### src/rtl/fixedpoint_addsub_pipe.sv
// Fixed-point add/subtract with operand alignment, optional round-half-up and saturation.
// Latency 2 cycles at 1 beat/cycle; valid/ready backpressure stalls both stages and S2 holds its beat.
module fixedpoint_addsub_pipe #(
    parameter int WI1 = 3,
    parameter int WF1 = 4,
    parameter int WI2 = 4,
    parameter int WF2 = 3,
    parameter int WIO = ((WI1 > WI2) ? WI1 : WI2) + 1,
    parameter int WFO = (WF1 > WF2) ? WF1 : WF2,
    parameter bit SAT = 1'b0,
    parameter bit RND = 1'b0
) (
    input  logic               clk,
    input  logic               rst_n,
    input  logic               in_valid,
    output logic               in_ready,
    input  logic               op,
    input  logic [WI1+WF1-1:0] in1,
    input  logic [WI2+WF2-1:0] in2,
    output logic               out_valid,
    input  logic               out_ready,
    output logic [WIO+WFO-1:0] out_data,
    output logic               overflow,
    output logic               ovf_sticky,
    input  logic               ovf_clr
);

    localparam int WI = (WI1 > WI2) ? WI1 : WI2;
    localparam int WF = (WF1 > WF2) ? WF1 : WF2;
    localparam int W1 = WI1 + WF1;
    localparam int W2 = WI2 + WF2;
    localparam int WA = WI + WF;
    localparam int WS = WA + 1;
    localparam int WO = WIO + WFO;
    // Width of the rescaled value; the narrowing path keeps one guard bit for the rounding add.
    localparam int WR = (WFO >= WF) ? (WS + WFO - WF) : (WS + 1 - (WF - WFO));

    logic signed [W1-1:0] in1_s;
    logic signed [W2-1:0] in2_s;
    logic signed [WA-1:0] a_al;
    logic signed [WA-1:0] b_al;

    logic                 s1_vld_q, s1_vld_d;
    logic signed [WA-1:0] s1_a_q, s1_a_d;
    logic signed [WA-1:0] s1_b_q, s1_b_d;
    logic                 s1_op_q, s1_op_d;

    logic                 s2_vld_q, s2_vld_d;
    logic [WO-1:0]        s2_dat_q, s2_dat_d;
    logic                 s2_ovf_q, s2_ovf_d;
    logic                 sticky_q, sticky_d;

    logic                 s1_adv;
    logic                 s2_adv;
    logic                 s2_load;

    logic signed [WS-1:0] sum_ex;
    logic signed [WR-1:0] rnd_v;
    logic [WO-1:0]        wrap_v;
    logic                 ovf_n;
    logic [WO-1:0]        sat_pos;
    logic [WO-1:0]        sat_neg;

    assign in1_s = in1;
    assign in2_s = in2;
    assign a_al  = WA'(in1_s) <<< (WF - WF1);
    assign b_al  = WA'(in2_s) <<< (WF - WF2);

    assign s2_adv   = !s2_vld_q || out_ready;
    assign s1_adv   = !s1_vld_q || s2_adv;
    assign s2_load  = s2_adv && s1_vld_q;
    assign in_ready = s1_adv;

    always_comb begin
        s1_vld_d = s1_vld_q;
        s1_a_d   = s1_a_q;
        s1_b_d   = s1_b_q;
        s1_op_d  = s1_op_q;
        if (s1_adv) begin
            s1_vld_d = in_valid;
            if (in_valid) begin
                s1_a_d  = a_al;
                s1_b_d  = b_al;
                s1_op_d = op;
            end
        end
    end

    // One extra bit makes both the sum and the negation of the most-negative operand exact.
    always_comb begin
        sum_ex = s1_op_q ? (WS'(s1_a_q) - WS'(s1_b_q)) : (WS'(s1_a_q) + WS'(s1_b_q));
    end

    if (WFO >= WF) begin : g_pad
        assign rnd_v = WR'(sum_ex) <<< (WFO - WF);
    end else begin : g_cut
        localparam int SH = WF - WFO;
        localparam int WG = WS + 1;
        logic signed [WG-1:0] sum_g;
        logic signed [WG-1:0] half;
        always_comb begin
            half         = '0;
            half[SH-1]   = RND;
        end
        assign sum_g = WG'(sum_ex);
        assign rnd_v = WR'((sum_g + half) >>> SH);
    end

    if (WR > WO) begin : g_rng
        logic [WR-WO:0] hi;
        assign hi     = rnd_v[WR-1:WO-1];
        assign wrap_v = rnd_v[WO-1:0];
        assign ovf_n  = !((&hi) || !(|hi));
    end else begin : g_fit
        assign wrap_v = WO'(rnd_v);
        assign ovf_n  = 1'b0;
    end

    always_comb begin
        sat_pos         = '1;
        sat_pos[WO-1]   = 1'b0;
        sat_neg         = '0;
        sat_neg[WO-1]   = 1'b1;
    end

    always_comb begin
        s2_vld_d = s2_adv ? s1_vld_q : s2_vld_q;
        s2_dat_d = s2_dat_q;
        s2_ovf_d = s2_ovf_q;
        if (s2_load) begin
            s2_ovf_d = ovf_n;
            s2_dat_d = (SAT && ovf_n) ? (rnd_v[WR-1] ? sat_neg : sat_pos) : wrap_v;
        end
        // A new overflow beat beats a simultaneous clear.
        sticky_d = sticky_q;
        if (ovf_clr) begin
            sticky_d = 1'b0;
        end
        if (s2_load && ovf_n) begin
            sticky_d = 1'b1;
        end
    end

    always_ff @(posedge clk or negedge rst_n) begin
        if (!rst_n) begin
            s1_vld_q <= 1'b0;
            s1_a_q   <= '0;
            s1_b_q   <= '0;
            s1_op_q  <= 1'b0;
            s2_vld_q <= 1'b0;
            s2_dat_q <= '0;
            s2_ovf_q <= 1'b0;
            sticky_q <= 1'b0;
        end else begin
            s1_vld_q <= s1_vld_d;
            s1_a_q   <= s1_a_d;
            s1_b_q   <= s1_b_d;
            s1_op_q  <= s1_op_d;
            s2_vld_q <= s2_vld_d;
            s2_dat_q <= s2_dat_d;
            s2_ovf_q <= s2_ovf_d;
            sticky_q <= sticky_d;
        end
    end

    assign out_valid  = s2_vld_q;
    assign out_data   = s2_dat_q;
    assign overflow   = s2_ovf_q;
    assign ovf_sticky = sticky_q;

endmodule

### config.mk
export PLATFORM = sky130hd
export DESIGN_NAME = fixedpoint_addsub_pipe
export DESIGN_NICKNAME = d
export VERILOG_FILES = /design/src/rtl/fixedpoint_addsub_pipe.sv
export SDC_FILE = /design/constraint.sdc
export NUM_CORES = 1
export LEC_CHECK = 0
export ABC_AREA = 1
export CAP_MARGIN = 30
export CORE_ASPECT_RATIO = 1.1
export CORE_MARGIN = 1
export CORE_UTILIZATION = 26
export CTS_CLUSTER_SIZE = 8
export DETAILED_ROUTE_END_ITERATION = 12
export PLACE_DENSITY = 0.53
export SLEW_MARGIN = 20
export SYNTH_ARGS = -nofsm -noshare
export SYNTH_HDL_FRONTEND = slang
export SYNTH_SLANG_ARGS = --single-unit
### constraint.sdc
create_clock -name clk -period 2.5 [get_ports clk]
set_clock_uncertainty 0.1 [all_clocks]
set_input_delay 0.5 -clock clk [delete_from_list [all_inputs] [get_ports clk]]
set_output_delay 0.5 -clock clk [all_outputs]
set_load 0.01 [all_outputs]
==> results of run 1 <==
==> cells in the final DEF (no fill, tap or decap), drive strengths merged <==
cell / netlist / final
nand2: 37 / 37
a21oi: 15 / 15
a21o: 2 / 2
nand4: 1 / 1
bufinv: 0 / 1
fa: 1 / 1
buf: 5 / 4
clkbuf: 0 / 3
nand3: 8 / 8
o21ai: 10 / 10
mux2: 6 / 6
xnor2: 4 / 4
nor2: 17 / 17
ha: 8 / 8
inv: 20 / 20
conb: 1 / 2
a31oi: 1 / 1
dfrtp: 26 / 26
xor2: 5 / 5
clkdlybuf4s50: 0 / 29
==> what timing repair did <==
| item | CTS | global route |
|---|---|---|
| setup endpoints to repair | 0 | 1 |
| setup buffers | 0 | 2 |
| hold buffers | 0 | 0 |
==> state kept, by name, summed over array words and instances, names as in the netlist <==
name and flops:
s1_a_q 7, s1_op_q 1, out_data 9, s1_vld_q 1, out_valid 1, s1_b_q 7
==> critical path: cells and delay by family, from the launching register on <==
| family | cells | cell delay [ps] |
|---|---|---|
| buffers and inverters | 4 | 240 |
| DFF | 1 | 380 |
| AOI/OAI and AO/OA | 2 | 170 |
| xor gates and xnor gates | 1 | 150 |
| and+or+nand+nor | 7 | 640 |
| adders and majority gates | 2 | 490 |
==> layout make-up <==
type	instances	area share (%)
Tap cell	75	4.90
Clock inverter	1	1.57
Multi-Input combinational cell	117	36.7
Clock buffer	3	2.16
Inverter	20	3.92
Timing Repair Buffer	33	16.7
Sequential cell	26	34.0
==> cells by family (layout without fill, tap and decap cells) <==
group,after synthesis,in the layout
compound gates,28,28
xor+xnor,9,9
fa+ha+maj,9,9
buf+inv,25,57
flops,26,26
mux,6,6
other cells,1,2
simple gates,63,63
==> report_power, final <==
part	internal, uW	switching [uW]
clock	214	134
sequential	529	70.3
combinational	373	363
total	1120	568
==> layer usage <==
layer	global-route usage, %	vias to the layer above	wire (um)
met2	15.8	22	1200
met3	1.99	2	90
met5	0	-	0
met1	13.1	489	1330
li1	-	598	-
met4	3.46	0	19
==> worst max-delay path by stage <==
stage	startpoint	to	slack, ps	depth (start not counted)
6_report	s1_b_q[1]	out_data[8]	210	16
4_1_cts	s1_b_q[1]	out_data[8]	150	16
2_1_floorplan	s1_b_q[1]	out_data[6]	420	12
3_3_place_gp	s1_b_q[1]	out_data[8]	220	16
5_1_grt	s1_b_q[2]	out_data[8]	40	15
3_5_place_dp	s1_b_q[1]	out_data[8]	200	16
==> through the flow <==
stage	total power [uW]	instance area (um2)	worst slack, ps	hold WS (ps)	instances
finish	1680	1910	213	397	275
global route	1840	1910	40.1	425	275
CTS	1700	1900	151	404	273
detailed placement	1340	1830	201	379	269
global placement	1330	1830	217	368	269
floorplan	1080	1480	415	104	168
==> results.py, run 1 <==
metrics = {
    "floorplan": {
        "placeable_area_um2": 5430,
        "core.rowCount": 28,
        "ios": 33,
        "floorplan.initialDensity_pct": 27.1,
        "die-area_um2": 5970,
        "die_w_um": 73.8,
        "fp.dieH_um": 81.0,
    },
    "clock_network": {
        "clock_insertion_delay_worst_skew_ps": 270,
        "tritoncts_clock_tree": "yes",
        "clock_path_buffers": 2,
        "cts_buffers": 3,
        "cell_at_the_root_of_the_clock_tree": "sky130_fd_sc_hd__clkbuf_8",
        "clk_pin_slew_ps": 100,
        "htreeDepth": 1,
        "cts_resized": 0,
        "cts_sinks": 26,
    },
    "grt": {
        "grt_remaining_overflow": 0,
        "number_of_antenna_violations_at_the_first_check_in_global_routing": 0,
        "grt_max_degree": 27,
        "grt_util_overall_pct": 9.83,
        "grt_first_pass_wirelength_um": 4520,
        "via_count_of_the_first_global_routing_pass": 1037,
    },
    "synthesis": {
        "adder_cell_fraction_of_synth_area_pct": 8.15,
        "synth_edf_count": 0,
        "synth_top_family_by_area": "simple AND/OR/NAND/NOR gates",
        "cell_with_the_most_instances_after_synthesis": "sky130_fd_sc_hd__nand2_1",
        "part_of_the_yosys_area_used_for_sequential_elements_pct": 44.1,
        "synthDistinctLibCells": 25,
        "synthesis.area_per_instance_um2": 8.83,
        "yosys_synthesis_warning_count": 0,
        "postSynth.topFlopCell": "sky130_fd_sc_hd__dfrtp_1",
        "netlist_area_before_placement_um2": 1470,
        "yosysTopAreaCellShare_pct": 44.1,
        "yosys-top-cells-area": "sky130_fd_sc_hd__dfrtp_1, sky130_fd_sc_hd__nand2_1, sky130_fd_sc_hd__ha_1, sky130_fd_sc_hd__inv_1, sky130_fd_sc_hd__mux2_2",
        "postSynth.asyncResetShare_pct": 100,
        "post_synth_and_or_nand_nor_area_fraction_pct": 18.4,
        "synth_top_cell_by_area": "sky130_fd_sc_hd__dfrtp_1",
        "compound_gate_portion_of_the_synthesized_area_pct": 10.7,
        "ys_top_cells_by_count": "sky130_fd_sc_hd__nand2_1, sky130_fd_sc_hd__dfrtp_1, sky130_fd_sc_hd__inv_1, sky130_fd_sc_hd__nor2_1, sky130_fd_sc_hd__a21oi_1",
        "mux_cell_area_share_after_synthesis_pct": 4.58,
        "netlist_instances": 167,
        "synthXorXnorAreaFrac_pct": 5.35,
        "flop_and_latch_count_out_of_synthesis": 26,
    },
    "timing": {
        "fin_setup_tns_ps": 0,
        "timing.final.crit_period_ps": 2290,
        "final_min_period_over_clock_period_pct": 91.5,
        "max_freq_mhz": 437,
        "maxSlewViolCount": 0,
        "rsz0062_at_grt": "no",
        "setup_viol": 0,
        "final-hold-violation-count": 0,
    },
    "min_path": {
        "worst_hold_startpoint": "out_data[1]",
        "min_path_type": "register to register",
        "instance_count_along_the_most_critical_hold_path": 2,
        "min_to": "out_data[1]",
    },
    "power_and_ir_drop": {
        "total_leakage_power_uw": 0.000907,
        "power_density_nw_per_um2": 880,
        "max-vdd-ir-drop_mv": 0.263,
    },
    "routing": {
        "initialDrtViolationCount": 34,
        "viasPerCell": 4.04,
        "drt_wl_total_um": 2650,
        "route.detailed.wl_per_inst_um": 9.62,
        "drt.antenna.violating_nets": 0,
        "detailedRoute.firstPassIterationCount": 4,
        "remaining_drc_errors": 0,
        "via_count": 1111,
    },
    "finish": {
        "area_growth_syn_to_layout_pct": 29.9,
        "final_util_pct": 35.3,
        "layout-drive-gt1-share_pct": 12.5,
        "number_of_nets_in_the_finished_design": 230,
        "regArea_um2": 651,
        "fillerInstances": 576,
        "multiInputGateArea_um2": 703,
        "insertedDiodeCount": 0,
    },
    "critical_path": {
        "critPathMaxFanout": 4,
        "critPathRequiredTime_ps": 2560,
        "timing.critical_path.mode_cell": "sky130_fd_sc_hd__inv_1",
        "worstReg2RegStart": "s1_b_q[1]",
        "crit_path_end_kind": "register",
        "path_cells": "inv_1 > ha_1 > inv_1 > nor2_1 > a21oi_1 > xor2_1 > inv_1 > ha_1 > nand2_1 > a21oi_1 > nor2_1 > nand2_1 > inv_1 > nand3_1 > nand3_1 > nand2_1",
        "worst_r2r_endpoint": "out_data[8]",
        "cpPeakStageDelay_ps": 380,
        "timing_worst_setup_path_type": "register to register",
        "rrSetupSlack_ps": 210,
        "critical_path.slowest_cell": "sky130_fd_sc_hd__dfrtp_1",
        "cp.arrival_ps": 2350,
        "cp-start-kind": "register",
        "timing.reg2reg.worst_path_depth": 16,
    },
    "placed_design": {
        "hpwlAfterDp_um": 2060,
        "port_buffers": 29,
        "placer_congestion": 0.732,
    },
    "job": {
        "max_cap_violations": 0,
    },
    "outcome": {
        "outcome": "complete, no violations",
    },
}
(Power assumes the default switching activity.)
==> run 2, diff against run 1 <==
--- a/config.mk
+++ b/config.mk
@@ -13,6 +13,7 @@
 export CTS_CLUSTER_SIZE = 8
 export DETAILED_ROUTE_END_ITERATION = 12
 export PLACE_DENSITY = 0.53
+export SKIP_CTS_REPAIR_TIMING = 1
 export SLEW_MARGIN = 20
 export SYNTH_ARGS = -nofsm -noshare
 export SYNTH_HDL_FRONTEND = slang
==> results of run 2 <==
Final layout, timing and power as in run 1 (identical DEF).
==> run 3, diff against run 2 <==
==> constraint.sdc (replaced) <==
create_clock -name clk -period 2.9 [get_ports clk]
set_clock_uncertainty 0.1 [all_clocks]
set_input_delay 0.58 -clock clk [delete_from_list [all_inputs] [get_ports clk]]
set_output_delay 0.58 -clock clk [all_outputs]
set_load 0.01 [all_outputs]
==> run 3 against run 2 <==
Worst setup slack better by 280 ps. Via count down 0.63%. Sequential power decreased by 14%. Largest power group unchanged.
==> results.py, run 3 (same netlist as run 1, synthesis figures left out) <==
metrics = {
    "routing": {
        "remaining_drc_errors": 0,
        "drt.antenna.violating_nets": 0,
        "initialDrtViolationCount": 54,
        "via_count": 1104,
        "viasPerCell": 4.06,
        "route.detailed.wl_per_inst_um": 9.43,
        "drt_wl_total_um": 2570,
        "detailedRoute.firstPassIterationCount": 4,
    },
    "timing": {
        "rsz0062_at_grt": "no",
        "final.hold.worst_slack_ps": 396,
        "maxSlewViolCount": 0,
        "fin_setup_tns_ps": 0,
        "final-hold-violation-count": 0,
        "final_min_period_over_clock_period_pct": 83.0,
        "timing.final.crit_period_ps": 2410,
        "max_freq_mhz": 415,
        "setup_viol": 0,
    },
    "finish": {
        "number_of_nets_in_the_finished_design": 227,
        "post_layout_nonfiller_instances": 272,
        "area_growth_syn_to_layout_pct": 27.2,
        "layout-drive-gt1-share_pct": 11.2,
        "layout_commonest_cell": "sky130_fd_sc_hd__nand2_1",
        "flip_flop_count_of_the_largest_register_after_layout": 9,
        "insertedDiodeCount": 0,
        "layout_common_cells": "sky130_fd_sc_hd__nand2_1, sky130_fd_sc_hd__clkdlybuf4s50_1, sky130_fd_sc_hd__dfrtp_1",
    },
    "critical_path": {
        "cpPeakStageDelay_ps": 550,
        "critical-path-top-delay-family": "buffers and inverters",
        "worst_r2r_endpoint": "out_data[8]",
        "worst-path-stages": 4,
        "timing.critical_path.mode_cell": "sky130_fd_sc_hd__clkdlybuf4s50_1",
        "worstReg2RegStart": "s1_b_q[1]",
        "critPathMaxFanout": 3,
        "critPathRequiredTime_ps": 2220,
        "rrSetupSlack_ps": 600,
        "critical_path.startpoint": "out_ready",
        "timing.reg2reg.worst_path_depth": 16,
        "critical_path.endpoint": "in_ready",
        "cp-start-kind": "input pin",
        "critical_path.slowest_cell": "sky130_fd_sc_hd__clkdlybuf4s50_1",
        "cp.arrival_ps": 1730,
        "timing_worst_setup_path_type": "input pin to primary output",
        "crit_path_end_kind": "primary output",
        "path_cells": "clkdlybuf4s50_1 > inv_1 > nand3_2 > clkdlybuf4s50_1",
        "critPathBufInv": 3,
    },
    "clock_network": {
        "cts_sinks": 26,
        "tritoncts_clock_tree": "yes",
        "clock_insertion_delay_worst_skew_ps": 270,
        "cts_buffers": 3,
        "htreeDepth": 1,
        "clock_path_buffers": 2,
        "clk_pin_slew_ps": 90,
        "cell_at_the_root_of_the_clock_tree": "sky130_fd_sc_hd__clkbuf_8",
    },
    "floorplan": {
        "die-area_um2": 5970,
        "ios": 33,
        "fp.dieH_um": 81.0,
        "core.rowCount": 28,
        "die_w_um": 73.8,
        "placeable_area_um2": 5430,
        "floorplan.initialDensity_pct": 27.1,
    },
    "grt": {
        "grt_util_overall_pct": 9.50,
        "grt_first_pass_wirelength_um": 4360,
        "grt_max_degree": 27,
        "grt_remaining_overflow": 0,
        "number_of_antenna_violations_at_the_first_check_in_global_routing": 0,
        "via_count_of_the_first_global_routing_pass": 999,
    },
    "placed_design": {
        "hpwlAfterDp_um": 2030,
        "dp.cells": 268,
        "placer_congestion": 0.737,
        "port_buffers": 29,
    },
    "job": {
        "max_cap_violations": 0,
    },
    "outcome": {
        "outcome": "complete, no violations",
    },
    "min_path": {
        "min_path_type": "register to register",
    },
    "power_and_ir_drop": {
        "total_leakage_power_uw": 0.000886,
        "power_density_nw_per_um2": 729,
        "max-vdd-ir-drop_mv": 0.222,
    },
}
-- run 3: changes by cell type in the layout (fill, tap and decap cells not counted) --
cell,change
sky130_fd_sc_hd__bufinv_16,-1
sky130_fd_sc_hd__clkbuf_8,+1
sky130_fd_sc_hd__buf_4,-3
-- run 3: worst min path at each step --
stage,endpoint,slack [ps],from,depth (start not counted)
2_1_floorplan,out_data[0],180,rst_n,0
3_3_place_gp,out_data[0],370,out_data[0],2
3_5_place_dp,out_data[0],380,out_data[0],2
4_1_cts,out_data[0],400,out_data[0],2
5_1_grt,out_data[0],420,out_data[0],2
6_report,out_data[8],400,out_data[8],2
-- run 3: worst register-to-register path: stages (launching register included) --
cell and delay, ps:
sky130_fd_sc_hd__dfrtp_1 410, sky130_fd_sc_hd__inv_1 100, sky130_fd_sc_hd__ha_1 160, sky130_fd_sc_hd__inv_1 40, sky130_fd_sc_hd__nor2_1 160, sky130_fd_sc_hd__a21oi_1 100, sky130_fd_sc_hd__xor2_1 150, sky130_fd_sc_hd__inv_1 60
sky130_fd_sc_hd__ha_1 330, sky130_fd_sc_hd__nand2_1 120, sky130_fd_sc_hd__a21oi_1 70, sky130_fd_sc_hd__nor2_1 80, sky130_fd_sc_hd__nand2_1 70, sky130_fd_sc_hd__inv_1 60, sky130_fd_sc_hd__nand3_1 60, sky130_fd_sc_hd__nand3_1 80
sky130_fd_sc_hd__nand2_1 50
-- run 3: power by group --
part	switching [uW]	internal [uW]	leakage, uW
registers	60.8	456	0.000303
logic	306	310	0.000554
clock network	113	121	0.0000288
-- run 3: final cells by class --
type                    count  area [um2]
multi-input cells         117         703
flip-flops and latches     26         651
fillers                   569        3550
clock buffers               4        55.1
repair buffers             30         298
well taps                  75        93.8
inverters                  20        75.1
-- run 3: routing by layer --
metal / share of wire (%) / vias to the layer above / GRT usage [%]
li1: - / 591 / -
met1: 52 / 489 / 12.4
met2: 43 / 22 / 15.5
met3: 4.1 / 2 / 1.86
met4: 1.1 / 0 / 3.46
met5: 0 / - / 0
-- run 3: per-stage QoR --
stage,worst slack (ps),power (uW),util (%),cell area (um2)
finish,492,1370,34.5,1880
global route,390,1490,34.5,1880
CTS,476,1400,34.5,1880
detailed placement,479,1150,33.5,1820
global placement,496,1140,33.5,1820
floorplan,815,929,-,1480
